## src/rtl/frame_sequencer.sv

```systemverilog
`default_nettype none
// ============================================================================
// Module   : frame_sequencer
// Purpose  : Frame-level controller for one LED strip. Emits a frame tick,
//            requests every pixel from the renderer in index order, forwards
//            each colour to the pixel driver, closes the frame with a latch
//            beat and paces frames to the target rate.
// Revision : 1.0 - initial release
// ============================================================================
module frame_sequencer #(
    parameter int LED    = 298,
    parameter int IDX_W  = 10,
    parameter int CLK_HZ = 16000000,
    parameter int HZ     = 80
) (
    input  logic             clk,
    input  logic             rst,
    input  logic             enable,
    output logic             rnd_tick,
    output logic             rnd_req,
    output logic [IDX_W-1:0] rnd_idx,
    input  logic             rnd_ready,
    input  logic             rnd_done,
    input  logic [7:0]       rnd_red,
    input  logic [7:0]       rnd_green,
    input  logic [7:0]       rnd_blue,
    output logic [7:0]       drv_red,
    output logic [7:0]       drv_green,
    output logic [7:0]       drv_blue,
    output logic             drv_valid,
    output logic             drv_reset,
    input  logic             drv_ready,
    output logic             busy,
    output logic [15:0]      frame_count,
    output logic             overrun
);

    localparam int               FRAME_CYCLES = CLK_HZ / HZ;
    localparam logic [23:0]      c_timer_max  = 24'hFF_FFFF;
    localparam logic [23:0]      c_pace_limit = 24'(FRAME_CYCLES - 1);
    localparam logic [IDX_W-1:0] c_last_idx   = IDX_W'(LED - 1);

    typedef enum logic [2:0] {
        S_IDLE  = 3'd0,
        S_TICK  = 3'd1,
        S_REQ   = 3'd2,
        S_WAIT  = 3'd3,
        S_PUSH  = 3'd4,
        S_LATCH = 3'd5,
        S_PACE  = 3'd6
    } state_t;

    state_t           r_state_q,       w_state_d;
    logic [IDX_W-1:0] r_idx_q,         w_idx_d;
    logic [23:0]      r_timer_q,       w_timer_d;
    logic             r_pace_first_q,  w_pace_first_d;
    logic [15:0]      r_frame_count_q, w_frame_count_d;
    logic             r_overrun_q,     w_overrun_d;
    logic [7:0]       r_hold_red_q,    w_hold_red_d;
    logic [7:0]       r_hold_green_q,  w_hold_green_d;
    logic [7:0]       r_hold_blue_q,   w_hold_blue_d;
    logic             r_rnd_tick_q,    w_rnd_tick_d;
    logic             r_rnd_req_q,     w_rnd_req_d;
    logic             r_drv_valid_q,   w_drv_valid_d;
    logic             r_drv_reset_q,   w_drv_reset_d;
    logic [7:0]       r_drv_red_q,     w_drv_red_d;
    logic [7:0]       r_drv_green_q,   w_drv_green_d;
    logic [7:0]       r_drv_blue_q,    w_drv_blue_d;
    logic             r_busy_q,        w_busy_d;
    logic [23:0]      w_timer_inc;
    logic             w_pace_done;

    // Next-state, datapath and next-output decode; outputs are decoded from the
    // next state so every port is driven straight from a flop.
    always_comb begin
        w_state_d       = r_state_q;
        w_idx_d         = r_idx_q;
        w_timer_d       = r_timer_q;
        w_pace_first_d  = r_pace_first_q;
        w_frame_count_d = r_frame_count_q;
        w_overrun_d     = r_overrun_q;
        w_hold_red_d    = r_hold_red_q;
        w_hold_green_d  = r_hold_green_q;
        w_hold_blue_d   = r_hold_blue_q;

        // The pacing test looks at the value the timer takes next cycle, so a
        // frame that needs no padding leaves PACE after exactly one cycle and
        // the tick-to-tick period lands on FRAME_CYCLES.
        w_timer_inc = (r_timer_q == c_timer_max) ? r_timer_q : r_timer_q + 24'd1;
        w_pace_done = (w_timer_inc >= c_pace_limit);
        if (r_state_q != S_IDLE) begin
            w_timer_d = w_timer_inc;
        end

        case (r_state_q)
            S_IDLE: begin
                if (enable) begin
                    w_state_d = S_TICK;
                end
            end
            S_TICK: begin
                w_idx_d   = '0;
                w_timer_d = '0;
                w_state_d = S_REQ;
            end
            S_REQ: begin
                if (rnd_ready) begin
                    w_state_d = S_WAIT;
                end
            end
            S_WAIT: begin
                if (rnd_done) begin
                    w_hold_red_d   = rnd_red;
                    w_hold_green_d = rnd_green;
                    w_hold_blue_d  = rnd_blue;
                    w_state_d      = S_PUSH;
                end
            end
            S_PUSH: begin
                if (drv_ready) begin
                    if (r_idx_q == c_last_idx) begin
                        w_state_d = S_LATCH;
                    end else begin
                        w_idx_d   = r_idx_q + IDX_W'(1);
                        w_state_d = S_REQ;
                    end
                end
            end
            S_LATCH: begin
                if (drv_ready) begin
                    w_frame_count_d = r_frame_count_q + 16'd1;
                    w_pace_first_d  = 1'b1;
                    w_state_d       = S_PACE;
                end
            end
            S_PACE: begin
                w_pace_first_d = 1'b0;
                if (w_pace_done) begin
                    // Done on the very first PACE cycle means the frame's own
                    // work already used up the whole frame budget.
                    if (r_pace_first_q) begin
                        w_overrun_d = 1'b1;
                    end
                    w_state_d = enable ? S_TICK : S_IDLE;
                end
            end
            default: begin
                w_state_d = S_IDLE;
            end
        endcase

        w_rnd_tick_d  = (w_state_d == S_TICK);
        w_rnd_req_d   = (w_state_d == S_REQ);
        w_drv_valid_d = (w_state_d == S_PUSH) || (w_state_d == S_LATCH);
        w_drv_reset_d = (w_state_d == S_LATCH);
        w_drv_red_d   = (w_state_d == S_PUSH) ? w_hold_red_d   : 8'd0;
        w_drv_green_d = (w_state_d == S_PUSH) ? w_hold_green_d : 8'd0;
        w_drv_blue_d  = (w_state_d == S_PUSH) ? w_hold_blue_d  : 8'd0;
        w_busy_d      = (w_state_d != S_IDLE);
    end

    // State, datapath and output registers with asynchronous clear.
    always_ff @(posedge clk or posedge rst) begin
        if (rst) begin
            r_state_q       <= S_IDLE;
            r_idx_q         <= '0;
            r_timer_q       <= '0;
            r_pace_first_q  <= 1'b0;
            r_frame_count_q <= '0;
            r_overrun_q     <= 1'b0;
            r_hold_red_q    <= '0;
            r_hold_green_q  <= '0;
            r_hold_blue_q   <= '0;
            r_rnd_tick_q    <= 1'b0;
            r_rnd_req_q     <= 1'b0;
            r_drv_valid_q   <= 1'b0;
            r_drv_reset_q   <= 1'b0;
            r_drv_red_q     <= '0;
            r_drv_green_q   <= '0;
            r_drv_blue_q    <= '0;
            r_busy_q        <= 1'b0;
        end else begin
            r_state_q       <= w_state_d;
            r_idx_q         <= w_idx_d;
            r_timer_q       <= w_timer_d;
            r_pace_first_q  <= w_pace_first_d;
            r_frame_count_q <= w_frame_count_d;
            r_overrun_q     <= w_overrun_d;
            r_hold_red_q    <= w_hold_red_d;
            r_hold_green_q  <= w_hold_green_d;
            r_hold_blue_q   <= w_hold_blue_d;
            r_rnd_tick_q    <= w_rnd_tick_d;
            r_rnd_req_q     <= w_rnd_req_d;
            r_drv_valid_q   <= w_drv_valid_d;
            r_drv_reset_q   <= w_drv_reset_d;
            r_drv_red_q     <= w_drv_red_d;
            r_drv_green_q   <= w_drv_green_d;
            r_drv_blue_q    <= w_drv_blue_d;
            r_busy_q        <= w_busy_d;
        end
    end

    assign rnd_tick    = r_rnd_tick_q;
    assign rnd_req     = r_rnd_req_q;
    assign rnd_idx     = r_idx_q;
    assign drv_valid   = r_drv_valid_q;
    assign drv_reset   = r_drv_reset_q;
    assign drv_red     = r_drv_red_q;
    assign drv_green   = r_drv_green_q;
    assign drv_blue    = r_drv_blue_q;
    assign busy        = r_busy_q;
    assign frame_count = r_frame_count_q;
    assign overrun     = r_overrun_q;

endmodule
`default_nettype wire

```

## config.mk

```make
export PLATFORM = sky130hd
export DESIGN_NAME = frame_sequencer
export DESIGN_NICKNAME = d
export VERILOG_FILES = /design/src/rtl/frame_sequencer.sv
export SDC_FILE = /design/constraint.sdc
export NUM_CORES = 1
export LEC_CHECK = 0
export CORE_UTILIZATION = 50
export CTS_CLUSTER_DIAMETER = 50
export DETAILED_ROUTE_END_ITERATION = 10
export PLACE_DENSITY = 0.78
export SLEW_MARGIN = 40
export SYNTH_ARGS = -nofsm -noshare
export SYNTH_HDL_FRONTEND = slang
export SYNTH_SLANG_ARGS = --single-unit
```

## constraint.sdc

```tcl
create_clock -name clk -period 5.85 [get_ports clk]
set_input_delay 0.8775 -clock clk [delete_from_list [all_inputs] [get_ports clk]]
set_output_delay 0.8775 -clock clk [all_outputs]
set_load 0.02 [all_outputs]
```

==> run summary, run 1 <==
Clock-pin slew on the worst setup and hold paths: 0.11 ns
Area Overhead vs Synth: 21.4%
Hold depth: 1
Routed WL: 11.6 mm
Routability cong.: 0.927
Initial core utilization: 51.3%
Period utilization: 56.0%
Vias in the first global route: 4,195
Endpoint of the worst hold path: frame_count[15]$_DFFE_PP0P_
Run status: finished, final reports clean
Critical path startpoint category: flip-flop
Pwr/cell area: 360 nW/um2
Largest net degree at the start of global routing: 61
Hold wc startpoint: frame_count[15]$_DFFE_PP0P_
Diodes inserted: 0
Max Slew Vio Count: 0
Most Frequent Cell on Critical Path: nand3_1
Nets: 619
Yosys Warn Count: 0
CTS-repair resized insts: 0
Wirelength per Cell: 15.9 um
CP endpoint kind: flip-flop
CTS tree: done
Achievable Freq: 305 MHz
Synth area leader: dfrtp_1
Pleak: 0.00277 uW
Worst-margin pin slew: 0.655 ns
Die width: 105 um
Io pins: 86
Cells after Synth: 519
Min cycle time layout: 3.28 ns
Area contributors post-synth: dfrtp_1 51%, mux2_2 5.3%, and3_1 4.2%, nand2_1 3.3%, xnor2_1 2.7%
# fillers: 853
Worst-case headroom to the max-slew limit: 56.0%
Vias: 4,172
DR vias/cell: 5.75
Reg-to-reg startpoint: r_timer_q[15]$_DFFE_PP0P_
Initial drt markers: 255
WP buf/inv: 0
Clk_skew: 0.0122 ns
Mapped cell area: 5270 um2
CP peak stage delay: 0.73 ns
Synth Register Bits: 108
Final ANT Viol Nets: 0
Num CTS Buffers: 9
Crit Path Max Fanout: 16
R2R Path End: busy$_DFF_PP0_
CTS Hold Buffers Added: 0
Share of the synthesized area in the top cell type: 51.3%
Family with the most delay on the worst path: simple AND/OR/NAND/NOR gates
Initial antenna violation count: 0
Unrepaired setup endpoints after global routing: false
Max clock buf depth: 2
H-tree depth: 3
Netlist cell types: 70
DIE AREA: 10,900 um2
Global-route wire length before repair: 20.2 mm
Total GRT Usage: 23.2%
VDD IR max: 0.302 mV
Setup TNS: 0 ns
Required time worst endpoint: 6.14 ns
Crit Path Class: flip-flop to flip-flop
Area of the multi-input gates: 2380 um2
CP Cell Sequence: nand3_1 -> or4_1 -> or3_1 -> nand3_1 -> a221oi_1 -> o2111ai_1 -> o211ai_1 -> a221o_1
CP max-delay cell: or4_1
Max Cap Viol: 0
Worst Hold Class: flip-flop to flip-flop
Register area: 2700 um2
Port Buffer Count: 85
Design area: 6400 um2
Ratio of cells with drive above 1 in the final layout: 9.83%
Drt pass-1 iters: 5
CP Depth: 8
Postcts setup bufs: 0
Final setup viols: 0
Syn Nets: 553
Arr. time, crit path: 3.57 ns
Reg2Reg Depth: 8
Clock Sinks: 108
Register area share after synthesis: 51.3%
Placed cell area: 6190 um2
Detailed placement HPWL: 8.10 mm
Mean Syn Cell Area: 10.1 um2
Most used flip-flop cell after synthesis: dfrtp_1
Residual DRC count: 0
Final Hold Viols: 0
Reg2reg setup slack: 2.57 ns
Die Ht: 105 um
Total core area: 10,300 um2
Rows: 37
Latest clock arrival within the worst-skew pair: 0.40 ns
Root Buffer Master: clkbuf_8
Ys async rst share: 100%
EDFF count, synth: 0
Gr ovfl total: 0
==> logic make-up after synthesis <==
| logic type | Yosys count | share of synthesized area (%) |
|---|---|---|
| flops | 108 | 51.3 |
| simple gates | 204 | 20.6 |
| fa+ha+maj | 4 | 0.950 |
| xor+xnor | 29 | 4.82 |
| mux | 28 | 5.91 |
| compound gates | 99 | 12.7 |
| buf+inv | 47 | 3.73 |
==> cell usage in the layout (no fill, tap or decap), types with 12 or more instances in the layout <==
| cell | count |
|---|---|
| clkdlybuf4s50_1 | 85 |
| nand4_1 | 15 |
| nor2_1 | 31 |
| mux2_2 | 25 |
| o21ai_0 | 23 |
| and3_1 | 35 |
| nand3_1 | 25 |
| a21oi_1 | 22 |
| dfrtp_1 | 108 |
| nor3_1 | 12 |
| nand2_1 | 46 |
| xnor2_1 | 16 |
| xor2_1 | 13 |
==> sequential cells by signal (all words and copies together) (netlist names), 3 cells and up <==
register and flops:
rnd_idx 10, r_state_q 3, r_hold_blue_q 8, frame_count 16, drv_green 8, r_timer_q 24
r_hold_red_q 8, drv_red 8, r_hold_green_q 8, drv_blue 8
==> cells in the mapped netlist (3+ instances only) <==
cell,n
mux2_2,25
xnor2_1,16
or3_1,3
a21oi_1,22
o22ai_1,3
o211ai_1,4
buf_2,6
nor2_1,31
nor3_1,13
o41ai_1,3
and3_1,35
clkbuf_1,26
o31ai_1,7
nand4_1,15
ha_1,4
nand2b_1,3
nand3_1,25
and2_1,6
nor2b_1,4
inv_1,10
nand2_1,46
xor2_1,13
mux2i_1,3
nor4_1,5
a31oi_1,3
o21ai_0,24
dfrtp_1,108
==> routing by layer <==
metal	global-route usage, %	share of wire [%]	vias up
li1	-	-	2019
met1	29.4	44	2021
met2	36.3	46	118
met3	9.61	8.4	14
met4	7.24	1.2	0
met5	0	0	-
==> cell type report <==
class | count | area share [%]
Clock buffer | 9 | 1.94
Clock inverter | 7 | 1.21
Inverter | 11 | 0.685
Multi-Input combinational cell | 364 | 37.2
Sequential cell | 108 | 42.2
Tap cell | 136 | 2.66
Timing Repair Buffer | 91 | 14.1
==> power by group <==
group / internal (uW) / total (uW) / switching (uW)
Combinational: 352 / 807 / 455
Clock: 169 / 458 / 289
Sequential: 910 / 1040 / 129
Total: 1430 / 2300 / 873
==> worst max-delay path by stage <==
stage | from | endpoint
6_report | r_timer_q[15]$_DFFE_PP0P_ | busy$_DFF_PP0_
5_1_grt | r_timer_q[15]$_DFFE_PP0P_ | busy$_DFF_PP0_
4_1_cts | r_timer_q[15]$_DFFE_PP0P_ | busy$_DFF_PP0_
3_5_place_dp | r_timer_q[15]$_DFFE_PP0P_ | busy$_DFF_PP0_
3_3_place_gp | r_timer_q[15]$_DFFE_PP0P_ | busy$_DFF_PP0_
2_1_floorplan | rst | busy$_DFF_PP0_
==> stage by stage <==
step | setup WS (ns) | util, % | hold slack [ns] | instances | total power, uW
2_1_floorplan | 2.13 | - | 0.465 | 519 | 1550
3_3_place_gp | 2.64 | 60.2 | 0.462 | 710 | 1840
3_5_place_dp | 2.58 | 60.3 | 0.474 | 710 | 1870
4_1_cts | 2.58 | 62.2 | 0.490 | 726 | 2330
5_1_grt | 2.33 | 62.2 | 0.513 | 726 | 2460
6_report | 2.57 | 62.2 | 0.481 | 726 | 2300
Note: power is estimated with default switching activity, not from simulation.
==> run 2, diff against run 1 <==
--- a/config.mk
+++ b/config.mk
@@ -5,10 +5,10 @@
 export SDC_FILE = /design/constraint.sdc
 export NUM_CORES = 1
 export LEC_CHECK = 0
-export CORE_UTILIZATION = 50
+export CORE_UTILIZATION = 48
 export CTS_CLUSTER_DIAMETER = 50
 export DETAILED_ROUTE_END_ITERATION = 10
-export PLACE_DENSITY = 0.78
+export PLACE_DENSITY = 0.79
 export SLEW_MARGIN = 40
 export SYNTH_ARGS = -nofsm -noshare
 export SYNTH_HDL_FRONTEND = slang
==> constraint.sdc (replaced) <==
create_clock -name clk -period 3 [get_ports clk]
set_input_delay 0.45 -clock clk [delete_from_list [all_inputs] [get_ports clk]]
set_output_delay 0.45 -clock clk [all_outputs]
set_load 0.02 [all_outputs]
==> run summary, run 2 (same netlist as run 1, synthesis figures left out) <==
Min cycle time layout: 2.87 ns (was 3.28 ns)
Port Buffer Count: 85 (unchanged)
Switch Pwr: 1730 uW (was 873 uW)
Pwr/cell area: 709 nW/um2 (was 360 nW/um2)
Wirelength per Cell: 17.1 um (was 15.9 um)
Clock-pin slew on the worst setup and hold paths: 0.10 ns (was 0.11 ns)
Period utilization: 95.6% (was 56.0%)
Vias in the first global route: 4,352 (was 4,195)
Crit Path Class: flip-flop to flip-flop (unchanged)
Unrepaired setup endpoints after global routing: false (unchanged)
Clock Sinks: 108 (unchanged)
Routability cong.: 0.935 (was 0.927)
Internal: 3040 uW (was 1430 uW)
Commonest cells after routing, fill and taps aside: 107 x dfrtp_1, 85 x clkdlybuf4s50_1, 46 x nand2_1, 39 x buf_4, 35 x and3_1 (was 108 x dfrtp_1, 85 x clkdlybuf4s50_1, 46 x nand2_1, 35 x and3_1, 31 x nor2_1)
Die width: 107 um (was 105 um)
Nets: 653 (was 619)
Commonest non-fill, non-tap cell in the layout: dfrtp_1 (unchanged)
Combinational Power Share: 37.8% (was 35.0%)
Net Sw Frac: 36.3% (was 37.9%)
VDD IR max: 0.525 mV (was 0.302 mV)
H-tree depth: 3 (unchanged)
Worst-case headroom to the max-slew limit: 60.6% (was 56.0%)
Vias: 4,370 (was 4,172)
Initial antenna violation count: 0 (unchanged)
CP endpoint kind: flip-flop (unchanged)
Area of the multi-input gates: 2420 um2 (was 2380 um2)
Required time worst endpoint: 3.29 ns (was 6.14 ns)
DR vias/cell: 5.76 (was 5.75)
Final Hold Viols: 0 (unchanged)
Final setup viols: 0 (unchanged)
Worst Hold Class: flip-flop to flip-flop (unchanged)
Io pins: 86 (unchanged)
Worst-margin pin slew: 0.586 ns (was 0.655 ns)
Reg2Reg Depth: 9 (was 8)
Rows: 37 (unchanged)
Clock power frac: 21.2% (was 19.9%)
Routed WL: 13.0 mm (was 11.6 mm)
Latest clock arrival within the worst-skew pair: 0.39 ns (was 0.40 ns)
Crit Path Max Fanout: 7 (was 16)
Detailed placement HPWL: 8.98 mm (was 8.10 mm)
Design area: 6730 um2 (was 6400 um2)
Pleak: 0.00296 uW (was 0.00277 uW)
Ratio of cells with drive above 1 in the final layout: 15.9% (was 9.83%)
Diodes inserted: 0 (unchanged)
Max clock buf depth: 2 (unchanged)
DIE AREA: 11,400 um2 (was 10,900 um2)
Arr. time, crit path: 3.15 ns (was 3.57 ns)
Sequential share of power: 40.9% (was 45.1%)
Global-route wire length before repair: 21.3 mm (was 20.2 mm)
Placed cell area: 6450 um2 (was 6190 um2)
Final ANT Viol Nets: 0 (unchanged)
Reg2reg setup slack: 0.13 ns (was 2.57 ns)
Reg-to-reg startpoint: r_timer_q[10]$_DFFE_PP0P_ (was r_timer_q[15]$_DFFE_PP0P_)
Area Overhead vs Synth: 27.7% (was 21.4%)
Max Slew Vio Count: 0 (unchanged)
Gr ovfl total: 0 (unchanged)
Drt pass-1 iters: 5 (unchanged)
Die Ht: 107 um (was 105 um)
Root Buffer Master: clkbuf_8 (unchanged)
Num CTS Buffers: 9 (unchanged)
CTS tree: done (unchanged)
Initial core utilization: 50.3% (was 51.3%)
Register area: 2700 um2 (about the same)
R2R Path End: busy$_DFF_PP0_ (unchanged)
Largest net degree at the start of global routing: 109 (was 61)
Hold wc startpoint: frame_count[15]$_DFFE_PP0P_ (unchanged)
Critical path startpoint category: flip-flop (unchanged)
Postcts setup bufs: 0 (unchanged)
Endpoint of the worst hold path: frame_count[15]$_DFFE_PP0P_ (unchanged)
Residual DRC count: 0 (unchanged)
Achievable Freq: 348 MHz (was 305 MHz)
Max FFs per register: 24 (unchanged)
Total core area: 10,500 um2 (was 10,300 um2)
Hold depth: 1 (unchanged)
Largest Register: r_timer_q (unchanged)
Setup TNS: 0 ns (unchanged)
Initial drt markers: 385 (was 255)
Worst Hold Margin: 0.482 ns (was 0.481 ns)
# fillers: 878 (was 853)
Clk_skew: 0.0116 ns (was 0.0122 ns)
Total GRT Usage: 24.0% (was 23.2%)
Max Cap Viol: 0 (unchanged)
Run status: finished, final reports clean (unchanged)
[run 2: cell types whose count changed in the layout (fill, tap and decap cells not counted), sizes merged]
cell    previous run  this run
inv               14        12
buf                6        40
clkinv             3         2
bufinv             0         2
[run 2: metrics by stage]
stage	utilization (%)	setup slack (ns)	power, uW	cells
after floorplan	-	0.00692	3030	519
after global placement	61.6	0.145	3690	744
final	64.3	0.131	4770	759
after CTS	63.8	0.0365	4780	759
after global routing	64.3	0.00198	5050	759
after detailed placement	61.6	0.0485	3760	744
[run 2: critical path, stage by stage (launching register included)]
cell and delay (ns):
dfrtp_1 0.44, nand3_1 0.17, or4_4 0.56, buf_4 0.17, o311ai_2 0.34, xor2_1 0.18, o211ai_1 0.13, and4b_4 0.22
or2_4 0.24, a221o_1 0.31
[run 2: metal layers]
layer / up-vias / GRT usage, % / part of all wire [%]
li1: 2068 / - / -
met1: 2139 / 31.0 / 43
met2: 150 / 39.4 / 49
met3: 13 / 6.99 / 6.9
met4: 0 / 6.56 / 1.1
met5: - / 0 / 0
[run 2: cell type report]
class,count,area share [%]
clock buffer,9,1.84
clock inverter,6,1.56
timing repair buffer,125,17.3
multi-input combinational,364,35.9
inverter,11,0.669
tap,136,2.53
sequential,108,40.2
[run 2: power groups by stage]
stage	sequential (uW)	clock, uW	combinational [uW]
final	1950	1010	1800
after global routing	1990	1090	1970
after CTS	1950	1040	1790
after detailed placement	1980	0	1780
after global placement	1960	0	1730
after floorplan	2060	0	962
[run 2: timing repair]
| item | CTS | global route |
|---|---|---|
| endpoints found under the hold margin | 0 | 0 |
| gates resized for setup | 0 | 10 |
| hold buffers | 0 | 0 |
| setup endpoints to repair | 0 | 8 |
[run 2: worst max-delay path by stage]
| stage | start | endpoint | slack, ns |
|---|---|---|---|
| 2_1_floorplan | r_timer_q[0]$_DFFE_PP0P_ | busy$_DFF_PP0_ | 0.007 |
| 3_3_place_gp | r_timer_q[17]$_DFFE_PP0P_ | busy$_DFF_PP0_ | 0.14 |
| 3_5_place_dp | r_timer_q[1]$_DFFE_PP0P_ | busy$_DFF_PP0_ | 0.05 |
| 4_1_cts | r_timer_q[1]$_DFFE_PP0P_ | busy$_DFF_PP0_ | 0.04 |
| 5_1_grt | r_timer_q[5]$_DFFE_PP0P_ | busy$_DFF_PP0_ | 0.002 |
| 6_report | r_timer_q[10]$_DFFE_PP0P_ | busy$_DFF_PP0_ | 0.13 |
